### src/rtl/uplink_frame_tx.sv
// rtl/uplink_frame_tx.sv - serial uplink frame transmitter with preamble, gap and Msg-ID/Msg-data sequencing
module uplink_frame_tx #(
    parameter int LONG_FRAME_BITS  = 80,
    parameter int SHORT_FRAME_BITS = 24,
    parameter int PREAMBLE_COUNT   = 8,
    parameter int GAP_BITS         = 2,
    parameter int DIV_WIDTH        = 8
) (
    input  logic                       clk,
    input  logic                       rst_n,
    input  logic [DIV_WIDTH-1:0]       clk_div,
    input  logic                       frm_valid,
    input  logic                       frm_enc_used,
    input  logic [LONG_FRAME_BITS-1:0] frm_data,
    input  logic [7:0]                 frm_msg_len,
    output logic                       frm_ready,
    output logic                       ul_out,
    output logic                       ul_en,
    output logic [7:0]                 msg_cnt,
    output logic                       busy,
    output logic                       frame_done,
    output logic                       proto_err
);

    // bit_idx must count up to the longest phase (payload of a long frame)
    localparam int IDX_W = $clog2(LONG_FRAME_BITS + 1);

    typedef enum logic [1:0] {S_IDLE, S_PREAMBLE, S_PAYLOAD, S_GAP} state_t;

    state_t                     state, state_d;
    logic [DIV_WIDTH-1:0]       div_q;
    logic [DIV_WIDTH-1:0]       cnt, cnt_d;
    logic [IDX_W-1:0]           bit_idx, bit_idx_d;
    logic [IDX_W-1:0]           frame_len;
    logic [LONG_FRAME_BITS-1:0] shreg, shreg_d;
    logic                       is_id_q;
    logic                       expect_id;
    logic [7:0]                 msg_len;

    logic                       accept_ok;
    logic                       accept_bad;
    logic                       tick;
    logic                       last_bit;
    logic [8:0]                 cnt_sum;
    logic [7:0]                 cnt_capped;
    logic                       ul_out_d, ul_en_d, frame_done_d, proto_err_d;

    assign frm_ready  = (state == S_IDLE) && frm_valid;
    assign accept_ok  = frm_ready && (frm_enc_used == expect_id);
    assign accept_bad = frm_ready && (frm_enc_used != expect_id);
    assign tick       = (cnt == div_q);
    assign busy       = (state != S_IDLE);

    // Data-frame byte accounting saturates at the announced message length
    assign cnt_sum    = {1'b0, msg_cnt} + 9'd7;
    assign cnt_capped = (cnt_sum > {1'b0, msg_len}) ? msg_len : cnt_sum[7:0];

    // Last bit of the current phase
    always_comb begin
        last_bit = 1'b0;
        case (state)
            S_PREAMBLE: last_bit = (bit_idx == IDX_W'(PREAMBLE_COUNT - 1));
            S_PAYLOAD:  last_bit = (bit_idx == frame_len - IDX_W'(1));
            S_GAP:      last_bit = (bit_idx == IDX_W'(GAP_BITS - 1));
            default:    last_bit = 1'b0;
        endcase
    end

    // State register
    always_ff @(posedge clk or negedge rst_n) begin
        if (!rst_n) begin
            state <= S_IDLE;
        end else begin
            state <= state_d;
        end
    end

    // Next-state logic: each phase advances on the boundary of its last bit
    always_comb begin
        state_d = state;
        case (state)
            S_IDLE:     if (accept_ok)       state_d = S_PREAMBLE;
            S_PREAMBLE: if (tick && last_bit) state_d = S_PAYLOAD;
            S_PAYLOAD:  if (tick && last_bit) state_d = S_GAP;
            S_GAP:      if (tick && last_bit) state_d = S_IDLE;
            default:    state_d = S_IDLE;
        endcase
    end

    // Datapath next values: bit timer, phase bit index and payload shifter
    always_comb begin
        cnt_d     = '0;
        bit_idx_d = '0;
        shreg_d   = shreg;
        if (state != S_IDLE) begin
            cnt_d     = tick ? '0 : cnt + DIV_WIDTH'(1);
            bit_idx_d = bit_idx;
            if (tick) begin
                bit_idx_d = last_bit ? '0 : bit_idx + IDX_W'(1);
            end
        end
        if (accept_ok) begin
            if (frm_enc_used) begin
                shreg_d = {{(LONG_FRAME_BITS - SHORT_FRAME_BITS){1'b0}}, frm_data[SHORT_FRAME_BITS-1:0]};
            end else begin
                shreg_d = frm_data;
            end
        end else if (state == S_PAYLOAD && tick) begin
            shreg_d = shreg >> 1;
        end
    end

    // Output logic: next values of the registered outputs, derived from the next state
    always_comb begin
        ul_en_d      = (state_d == S_PREAMBLE) || (state_d == S_PAYLOAD);
        ul_out_d     = 1'b0;
        if (state_d == S_PREAMBLE) begin
            ul_out_d = ~bit_idx_d[0];
        end else if (state_d == S_PAYLOAD) begin
            ul_out_d = shreg_d[0];
        end
        frame_done_d = (state == S_GAP) && tick && last_bit;
        proto_err_d  = accept_bad;
    end

    // Datapath registers; frame parameters are frozen at accept
    always_ff @(posedge clk or negedge rst_n) begin
        if (!rst_n) begin
            cnt       <= '0;
            bit_idx   <= '0;
            shreg     <= '0;
            div_q     <= '0;
            frame_len <= '0;
            is_id_q   <= 1'b0;
        end else begin
            cnt     <= cnt_d;
            bit_idx <= bit_idx_d;
            shreg   <= shreg_d;
            if (accept_ok) begin
                div_q     <= clk_div;
                frame_len <= frm_enc_used ? IDX_W'(SHORT_FRAME_BITS) : IDX_W'(LONG_FRAME_BITS);
                is_id_q   <= frm_enc_used;
            end
        end
    end

    // Message sequencing: ID frame opens a message, data frames fill it until msg_len is reached
    always_ff @(posedge clk or negedge rst_n) begin
        if (!rst_n) begin
            expect_id <= 1'b1;
            msg_len   <= '0;
            msg_cnt   <= '0;
        end else if (accept_ok) begin
            if (frm_enc_used) begin
                msg_len <= frm_msg_len;
                msg_cnt <= '0;
            end else begin
                msg_cnt <= cnt_capped;
            end
        end else if (frame_done_d) begin
            if (is_id_q) begin
                expect_id <= 1'b0;
            end else if (msg_cnt >= msg_len) begin
                expect_id <= 1'b1;
                msg_cnt   <= '0;
            end
        end
    end

    // Registered serial and status outputs
    always_ff @(posedge clk or negedge rst_n) begin
        if (!rst_n) begin
            ul_out     <= 1'b0;
            ul_en      <= 1'b0;
            frame_done <= 1'b0;
            proto_err  <= 1'b0;
        end else begin
            ul_out     <= ul_out_d;
            ul_en      <= ul_en_d;
            frame_done <= frame_done_d;
            proto_err  <= proto_err_d;
        end
    end

endmodule

### config.mk
export PLATFORM = sky130hd
export DESIGN_NAME = uplink_frame_tx
export DESIGN_NICKNAME = d
export VERILOG_FILES = /design/src/rtl/uplink_frame_tx.sv
export SDC_FILE = /design/constraint.sdc
export NUM_CORES = 1
export LEC_CHECK = 0
export CAP_MARGIN = 20
export CORE_MARGIN = 2
export CORE_UTILIZATION = 40
export DETAILED_ROUTE_END_ITERATION = 7
export PLACE_DENSITY_LB_ADDON = 0.05
export SLEW_MARGIN = 5
export SYNTH_ARGS = -nofsm -noshare
export SYNTH_HDL_FRONTEND = slang
export SYNTH_SLANG_ARGS = --single-unit
### constraint.sdc
create_clock -name clk -period 3.4 [get_ports clk]
set_clock_uncertainty 0.05 [all_clocks]
set_input_delay 0.68 -clock clk [delete_from_list [all_inputs] [get_ports clk]]
set_output_delay 0.68 -clock clk [all_outputs]
set_load 0.01 [all_outputs]
Word-level counts from Yosys, hierarchy flattened:

Cells that the tools add are included.

* $add $sub $neg: 4
* $mul: 0
* divide/modulo/power cells: 0
* $lt $le $gt $ge: 2
* eq/ne operators: 13
* shift operators: 0
* mux-type cells: 25
* bitwise operators: 2
* reductions and logical operators: 17

Operators with widths (number)
* two-way mux 80 bit: 3
* two-way mux 8 bit: 8
* two-way mux 7 bit: 4
* nonzero test 2 bit: 5
* adder 8 x 3 -> 9 bit (second input constant): 1
* greater-than comparator 9 x 8 -> 1 bit: 1
* adder 8 x 1 -> 8 bit (second input constant): 1
* equality test 8 bit: 1
* >= comparator 8 bit: 1
* two-way mux 2 bit: 4
* one-hot mux 2 bit (4 select lines): 1
* adder 7 x 1 -> 7 bit (second input constant): 1
* equality test 7 x 1 -> 1 bit (second input constant): 1
* equality test 7 x 3 -> 1 bit (second input constant): 1
* equality test 7 bit: 1
* logical AND 1 bit: 7
* subtractor 7 x 1 -> 7 bit (second input constant): 1
* equality test 2 bit (second input constant): 3
* AND reduction 3 bit: 2
* equality test 2 x 1 -> 1 bit (second input constant): 2
* two-way mux 1 bit: 4
* != test 2 x 1 -> 1 bit (second input constant): 2
* one-hot mux 1 bit (3 select lines): 1
* logical NOT 2 bit: 1
* other kinds (5): 6

* register bits: 134
* latch bits: 0
* bits in writable memories: 0
* memory bits (read-only): 0
* input port bits: 100
* output and inout port bits: 14
* logic and storage cells: 79
* memories: 0

Logic depth before layout (Yosys ltp):

Gate-level depths: netlist of the first run.

* depth in word-level cells: 9
* gate-level depth with buffers: 13
* mapped depth without buffers: 12

Least setup slack after synthesis of the first run:

OpenSTA, ideal clock, no wires.

* path kind: register -> register
* from: register msg_cnt[0]
* to: register msg_cnt[6]
* library setup time: 0.124 ns
* arrival: 2.749 ns
* required time: 3.226 ns
* path slack: 0.477 ns
* cell stages (with the launch flop): 14
* path buffers: 1
* period minus slack after synthesis: 2.923 ns
* cell sequence: dfrtp_1 > inv_1 > ha_1 > nor2b_1 > nor2b_1 > xor2_1 > ha_1 > a211oi_1 > o21ai_0 > o21a_1 > or2_2 > buf_1 > a22oi_1 > o2bb2ai_1

* word-level cells in the longest chain between the ends: 5
* elaborated cells on any way between the ends: 8
* classes of those cells: add/sub: 1; order compare: 2; mux: 3; reduce/logical: 2

Ends and longest elaborated chain
* start, declared: RTL line 19 `output logic [7:0] msg_cnt,`
* start signal, assigned: RTL line 158 `msg_cnt <= cnt_capped;`
* adder 8 x 3 -> 9 bit: RTL line 55 `assign cnt_sum = {1'b0, msg_cnt} + 9'd7;`
* greater-than comparator 9 x 8 -> 1 bit: RTL line 56 `assign cnt_capped = (cnt_sum > {1'b0, msg_len}) ? msg_len : cnt_sum[7:0];`
* two-way mux 8 bit: RTL line 56
* two-way mux 8 bit: RTL line 154 `if (frm_enc_used) begin`
* two-way mux 8 bit: RTL line 153 `end else if (accept_ok) begin`

Parallel ways exist; a longest one is shown, timed or not.
A chain may end at the register's enable or synchronous reset.

Worst setup path in the final report of the first run:

* from: register msg_cnt[0]
* to: register msg_cnt[1]

The elaborated chain is that of the path after synthesis.

==> results of run 1 <==
## synth_stat cells, drive strengths merged, types with 3 or more instances
library cell	n	area, µm²
a211o	4	35.0
a21oi	62	310
a22o	5	43.8
a22oi	7	52.6
a31oi	11	83.8
and2	4	25.0
and3	6	37.5
buf	16	81.3
clkbuf	29	109
dfrtp	128	3200
ha	22	275
inv	18	67.6
mux2i	4	40.0
nand2	131	492
nand3	19	95.1
nand3b	3	22.5
nand4	5	31.3
nor2	103	387
nor2b	7	43.8
nor3	9	45.0
nor4	4	25.0
nor4b	3	26.3
o211ai	4	30.0
o21ai	73	365
o22ai	8	50.1
o2bb2ai	3	26.3
or2	3	18.8
or3	3	23.8
xnor2	7	61.3
xor2	22	193
## worst paths after layout
kind | startpoint | end | slack [ns] | cells after the start
worst max-delay path | msg_cnt[0] | msg_cnt[1] | 0.21 | 12
worst min-delay path | rst_n | msg_len[4] | 0.25 | 1
worst max register to register | msg_cnt[0] | msg_cnt[1] | 0.21 | 12
worst min register to register | frame_len[4] | frame_len[4] | 0.41 | 2
max in group asynchronous | rst_n | shreg[9] | 2.32 | 2
min in group clk | frame_len[4] | frame_len[4] | 0.41 | 2
## flip-flops by register name (all words and copies together) (netlist names)
signal / count
bit_idx: 7
cnt: 8
div_q: 8
expect_id: 1
frame_done: 1
frame_len: 3
msg_cnt: 8
msg_len: 8
proto_err: 1
shreg: 80
state: 2
ul_en: 1
ul_out: 1
## power by group through the flow
stage,sequential [W],combinational (W),clock [W]
after CTS,0.00232,0.00145,0.00211
after floorplan,0.00226,0.000957,0
final,0.00232,0.00144,0.00206
after global routing,0.00238,0.00164,0.00218
after detailed placement,0.00233,0.00145,0
after global placement,0.00232,0.00140,0
## repair_timing
item | in CTS | in global routing
hold buffers | 0 | 0
endpoints found under the setup margin | 0 | 5
gates resized for setup | 0 | 3
## final cells by class
| type | count | area (µm²) |
|---|---|---|
| multi-input combinational | 552 | 3040 |
| inverter | 18 | 67.6 |
| clock buffer | 18 | 429 |
| sequential | 129 | 3230 |
| tap | 216 | 270 |
| clock inverter | 14 | 238 |
| timing repair buffer | 126 | 1250 |
| fill | 1489 | 7350 |
## routing by layer
metal	global-route usage, %	vias up	wire length [µm]
met5	0	-	0
met4	5.56	0	139
met3	5.32	11	635
met2	31.3	103	7630
met1	24.6	2702	7440
li1	-	2742	-
## cells by family after synthesis
| group | Yosys count | synth area share [%] |
|---|---|---|
| multiplexers | 6 | 0.962 |
| AO/OA/AOI/OAI | 189 | 16.9 |
| AND/OR/NAND/NOR | 306 | 20.4 |
| XOR/XNOR | 29 | 3.91 |
| adder cells (fa/ha/maj) | 22 | 4.23 |
| buffers and inverters | 63 | 3.96 |
| flip-flops | 129 | 49.7 |
## through the flow
stage	utilization [%]	instance area, µm²	total power (W)
CTS	53.7	8530	0.00588
global placement	49.5	7860	0.00372
finish	53.7	8530	0.00582
floorplan	-	6500	0.00321
detailed placement	49.5	7860	0.00378
global route	53.7	8530	0.00621
==> run_results.csv, run 1 <==
group,metric,value,unit
timing,rsz0062_at_grt,"no",
finish,layout_commonest_cell,"nand2_1",
die,pin_count,114,
placement,place.gp.congestion,0.895,
placement,dp_hpwl,10800,µm
finish,n_antenna_cell,0,
timing,period_share,93.9,%
timing,fin_ws,0.206,ns
routing,wl_per_cell,14.8,µm
grt,grt_overflow,0,
setup_path,worst_setup_path_end_kind,"flop",
finish,area.growth.synth_to_final,31.2,%
synth,synth_ff_type,"dfrtp_1",
setup_path,cp_num_buf_inv,1,
setup_path,arrival,3.50,ns
flow_run,max_cap_violations,0,
die,dieWidth,132,µm
timing,fmax,313,MHz
routing,drc,0,
cts,clockRootBuffer,"clkbuf_16",
power_and_ir_drop,peakVddDrop,394,µV
grt,globalRouteTotalUtil,19.0,%
synth,synth_nets,866,
power_and_ir_drop,p_int,0.00407,W
finish,layout_common_cells,"nand2_1 (129), dfrtp_1 (127), clkdlybuf4s50_1 (112)",
worst_hold_path,hold_path.class,"in -> async",
synth,ys_ff_latch,129,
cts,cts.reportedPaths.clkPinSlew,0.06,ns
cts,htreeDepth,4,
grt,grt_max_degree,83,
power_and_ir_drop,powerDensity,682,mW/mm²
power_and_ir_drop,switchingPower,0.00174,W
setup_path,cp.required,3.70,ns
power_and_ir_drop,power.share.combinational,24.7,%
placement,io_buffer_count,113,
synth,synth-warning-count,0,
timing,hold_viol_final,0,
cts,clock_sinks,129,
setup_path,max_stage_delay,0.40,ns
cts,insertion_delay,0.41,ns
setup_path,path_delay_family,"compound AO/OA/AOI/OAI gates",
finish,final_nets,966,
routing,vias_per_cell,5.18,
setup_path,crit_type,"reg -> reg",
setup_path,path_cells,"inv_1 > ha_1 > nor2b_2 > nor2b_1 > xor2_1 > ha_1 > a211oi_1 > o21ai_0 > o21a_2 > or2_2 > o21ai_0 > a22o_1",
routing,wirelength,15800,µm
power_and_ir_drop,power.leakage,3.88,nW
cts,cts_made_buffers,17,
die,core-area,0.0159,mm²
synth,avgSynthCellArea,8.74,µm²
status,outcome,"complete, no violations",
finish,drive_gt1_share,7.23,%
setup_path,crit_fanout,8,
timing,fin_tns_setup,0,ns
die,fp.dieH,132,µm
grt,grt_first_pass_wirelength,27000,µm
power_and_ir_drop,p_clk_share,35.4,%
placement,dp_worst_setup_slack,0.176,ns
routing,routed-via-count,5558,
synth,async_flop_share,100,%
timing,period_minus_slack,3.19,ns
routing,first_pass_iters,4,
timing,finalSetupViolCount,0,
routing,antenna_left,0,
synth,netlist_instances,744,
setup_path,critPathSlowestCell,"dfrtp_2",
synth,yosysUniqueCellTypes,52,
timing,worstMarginPinSlew,0.781,ns
grt,grt_pass1_vias,5631,
die,std_cell_rows,46,
timing,finalHoldWorstSlack,0.251,ns
timing,slew_viol_final,0,
die,die_area,0.0173,mm²
placement,dp_cells,1041,
routing,first_iter_violations,342,
power_and_ir_drop,swShare,30.0,%
synth,ys_seq_area_share,49.7,%
grt,antenna_found_initial,0,
power_and_ir_drop,p_seq_share,39.9,%
synth,synth-edff-count,0,
cts,post_cts_buffers,0,
cts,cts_tree,"yes",
timing,maxSlewHeadroom,47.9,%
cts,cts_max_path_buffers,2,
synth,syn_area,0.00650,mm²
finish,final_cells,1073,
setup_path,start_kind,"flop",
die,start_util,40.9,%
Power figures use the tool's default switching activity.
==> run 2, diff against run 1 <==
--- a/config.mk
+++ b/config.mk
@@ -10,6 +10,7 @@
 export CORE_UTILIZATION = 40
 export DETAILED_ROUTE_END_ITERATION = 7
 export PLACE_DENSITY_LB_ADDON = 0.05
+export SKIP_LAST_GASP = 1
 export SLEW_MARGIN = 5
 export SYNTH_ARGS = -nofsm -noshare
 export SYNTH_HDL_FRONTEND = slang
==> results of run 2 <==
Same layout as run 1: the final DEF is identical, and so are final timing and power.
==> run 3, diff against run 2 <==
--- a/config.mk
+++ b/config.mk
@@ -7,7 +7,7 @@
 export LEC_CHECK = 0
 export CAP_MARGIN = 20
 export CORE_MARGIN = 2
-export CORE_UTILIZATION = 40
+export CORE_UTILIZATION = 53
 export DETAILED_ROUTE_END_ITERATION = 7
 export PLACE_DENSITY_LB_ADDON = 0.05
 export SKIP_LAST_GASP = 1
==> run 3 against run 2 <==
Net effect: die area fell by 24%; sequential power is essentially flat; power is 1.7% lower; setup slack got worse by 0.0055 ns; clock power fell by 6%; hold slack better by 0.023 ns; core utilization is 16 points higher; routed wire length fell by 1.8%; flip-flop and latch count stayed put; via count increased by 0.77%; global-route usage rose by 6.0 points; non-clock buffer count down 1; critical path type unchanged; critical endpoint unchanged; largest power group unchanged.
==> run_results.csv, run 3 (synthesis gave the netlist of run 1 again) <==
group,metric,value,unit
setup_path,arrival,3.50,ns
finish,finalInstanceArea,0.00840,mm²
cts,clockRootBuffer,"clkbuf_16",
grt,grt_overflow,0,
timing,worstMarginPinSlew,0.734,ns
setup_path,worst_setup_path_end_kind,"flop",
grt,top_usage_layer,"met2",
setup_path,timing.rr.end,"msg_cnt[1]",
die,std_cell_rows,40,
routing,wl_per_cell,15.5,µm
die,dieWidth,115,µm
cts,insertion_delay,0.41,ns
power_and_ir_drop,powerDensity,681,mW/mm²
finish,final_cells,1002,
routing,wirelength,15600,µm
placement,io_buffer_count,113,
timing,hold_viol_final,0,
flow_run,max_cap_violations,0,
setup_path,cp.required,3.70,ns
placement,dp_cells,971,
finish,final_util,69.9,%
timing,maxSlewHeadroom,51.0,%
power_and_ir_drop,p_clk_share,33.7,%
finish,largest_reg_flops,80,
die,pin_count,114,
finish,area.growth.synth_to_final,29.2,%
worst_hold_path,hold_path.class,"in -> async",
die,start_util,54.1,%
grt,antenna_found_initial,0,
cts,cts_tree,"yes",
grt,globalRouteTotalUtil,25.0,%
timing,period_minus_slack,3.20,ns
timing,finalSetupViolCount,0,
grt,grt_use_met1,32.4,%
finish,largest_register,"shreg",
die,die_area,0.0132,mm²
setup_path,rr_worst_depth,12,
setup_path,worstSetupStartpoint,"msg_cnt[0]",
power_and_ir_drop,swShare,30.4,%
cts,cts_made_buffers,17,
routing,drc,0,
finish,final_nets,965,
cts,post_cts_buffers,0,
status,outcome,"complete, no violations",
grt,grt_max_degree,81,
grt,met3_usage,6.48,%
cts,htreeDepth,4,
setup_path,crit_fanout,8,
routing,antenna_left,0,
routing,first_pass_iters,6,
die,core-area,0.0120,mm²
cts,clock_sinks,129,
placement,placed_area,0.00777,mm²
grt,grt_pass1_vias,5601,
power_and_ir_drop,power.share.combinational,25.6,%
setup_path,timing.rr.start,"msg_cnt[0]",
setup_path,path_cells,"inv_1 > ha_1 > nor2b_2 > nor2b_1 > xor2_1 > ha_1 > a211oi_1 > o21ai_0 > o21a_1 > or2_2 > o21ai_0 > a22o_1",
placement,dp_hpwl,10600,µm
setup_path,r2r_slack,0.20,ns
cts,cts_max_path_buffers,2,
grt,use_met2,41.1,%
routing,routed-via-count,5601,
cts,cts.reportedPaths.clkPinSlew,0.06,ns
placement,place.gp.congestion,0.897,
timing,fmax,313,MHz
timing,period_share,94.1,%
die,fp.dieH,115,µm
setup_path,cp_num_buf_inv,1,
routing,vias_per_cell,5.59,
power_and_ir_drop,p_int,0.00398,W
setup_path,max_stage_delay,0.44,ns
setup_path,path_delay_family,"compound AO/OA/AOI/OAI gates",
finish,layout_common_cells,"nand2_1 (129), dfrtp_1 (128), clkdlybuf4s50_1 (112)",
finish,drive_gt1_share,6.67,%
routing,first_iter_violations,402,
power_and_ir_drop,switchingPower,0.00174,W
finish,n_antenna_cell,0,
timing,fin_tns_setup,0,ns
power_and_ir_drop,p_seq_share,40.7,%
timing,slew_viol_final,0,
finish,layout_commonest_cell,"nand2_1",
power_and_ir_drop,peakVddDrop,402,µV
grt,grt_first_pass_wirelength,26100,µm
power_and_ir_drop,total_power,0.00572,W
setup_path,start_kind,"flop",
setup_path,critPathSlowestCell,"dfrtp_1",
timing,rsz0062_at_grt,"no",
power_and_ir_drop,power.leakage,3.85,nW
setup_path,crit_type,"reg -> reg",
-- run 3: worst max-delay path by stage --
stage                      end  cells after the start
floorplan           msg_cnt[6]                     13
global placement    msg_cnt[1]                     12
detailed placement  msg_cnt[0]                     12
CTS                 msg_cnt[1]                     12
global route        msg_cnt[1]                     12
finish              msg_cnt[1]                     12
-- run 3: final cells by class --
| type | instances | area (µm²) |
|---|---|---|
| timing repair buffer | 125 | 1260 |
| fill | 969 | 3610 |
| multi-input combinational | 552 | 3030 |
| clock buffer | 22 | 474 |
| inverter | 18 | 67.6 |
| sequential | 129 | 3230 |
| clock inverter | 9 | 155 |
| tap | 147 | 184 |
-- run 3: worst reg2reg max path: cells and delay by family, from the launching register on --
kind	cells	cell delay, ns
flip-flops	1	0.44
AND/OR/NAND/NOR	3	0.73
adder cells (fa/ha/maj)	2	0.55
buffers and inverters	1	0.11
XOR/XNOR	1	0.22
AO/OA/AOI/OAI	5	1.04
-- run 3: through the flow --
stage | hold WS (ns) | setup WS, ns
after global routing | 0.328 | 0.0112
after CTS | 0.299 | 0.203
final | 0.274 | 0.201
after detailed placement | 0.387 | 0.228
after global placement | 0.391 | 0.392
after floorplan | 0.334 | 0.477
-- run 3: what timing repair did --
action,in CTS,in global routing
endpoints found under the setup margin,0,5
resized for setup,0,1
hold buffers,0,0
-- run 3: power groups by stage --
| stage | sequential, W | combinational, W | clock (W) |
|---|---|---|---|
| finish | 0.00233 | 0.00147 | 0.00193 |
| floorplan | 0.00226 | 0.000957 | 0 |
| detailed placement | 0.00234 | 0.00146 | 0 |
| CTS | 0.00232 | 0.00147 | 0.00196 |
| global route | 0.00239 | 0.00166 | 0.00204 |
| global placement | 0.00232 | 0.00139 | 0 |
-- run 3: layer usage --
metal,share of wire [%],vias to the layer above
met1,44,2689
met3,4.3,25
met5,0,-
met2,49,146
met4,2.1,0
li1,-,2741
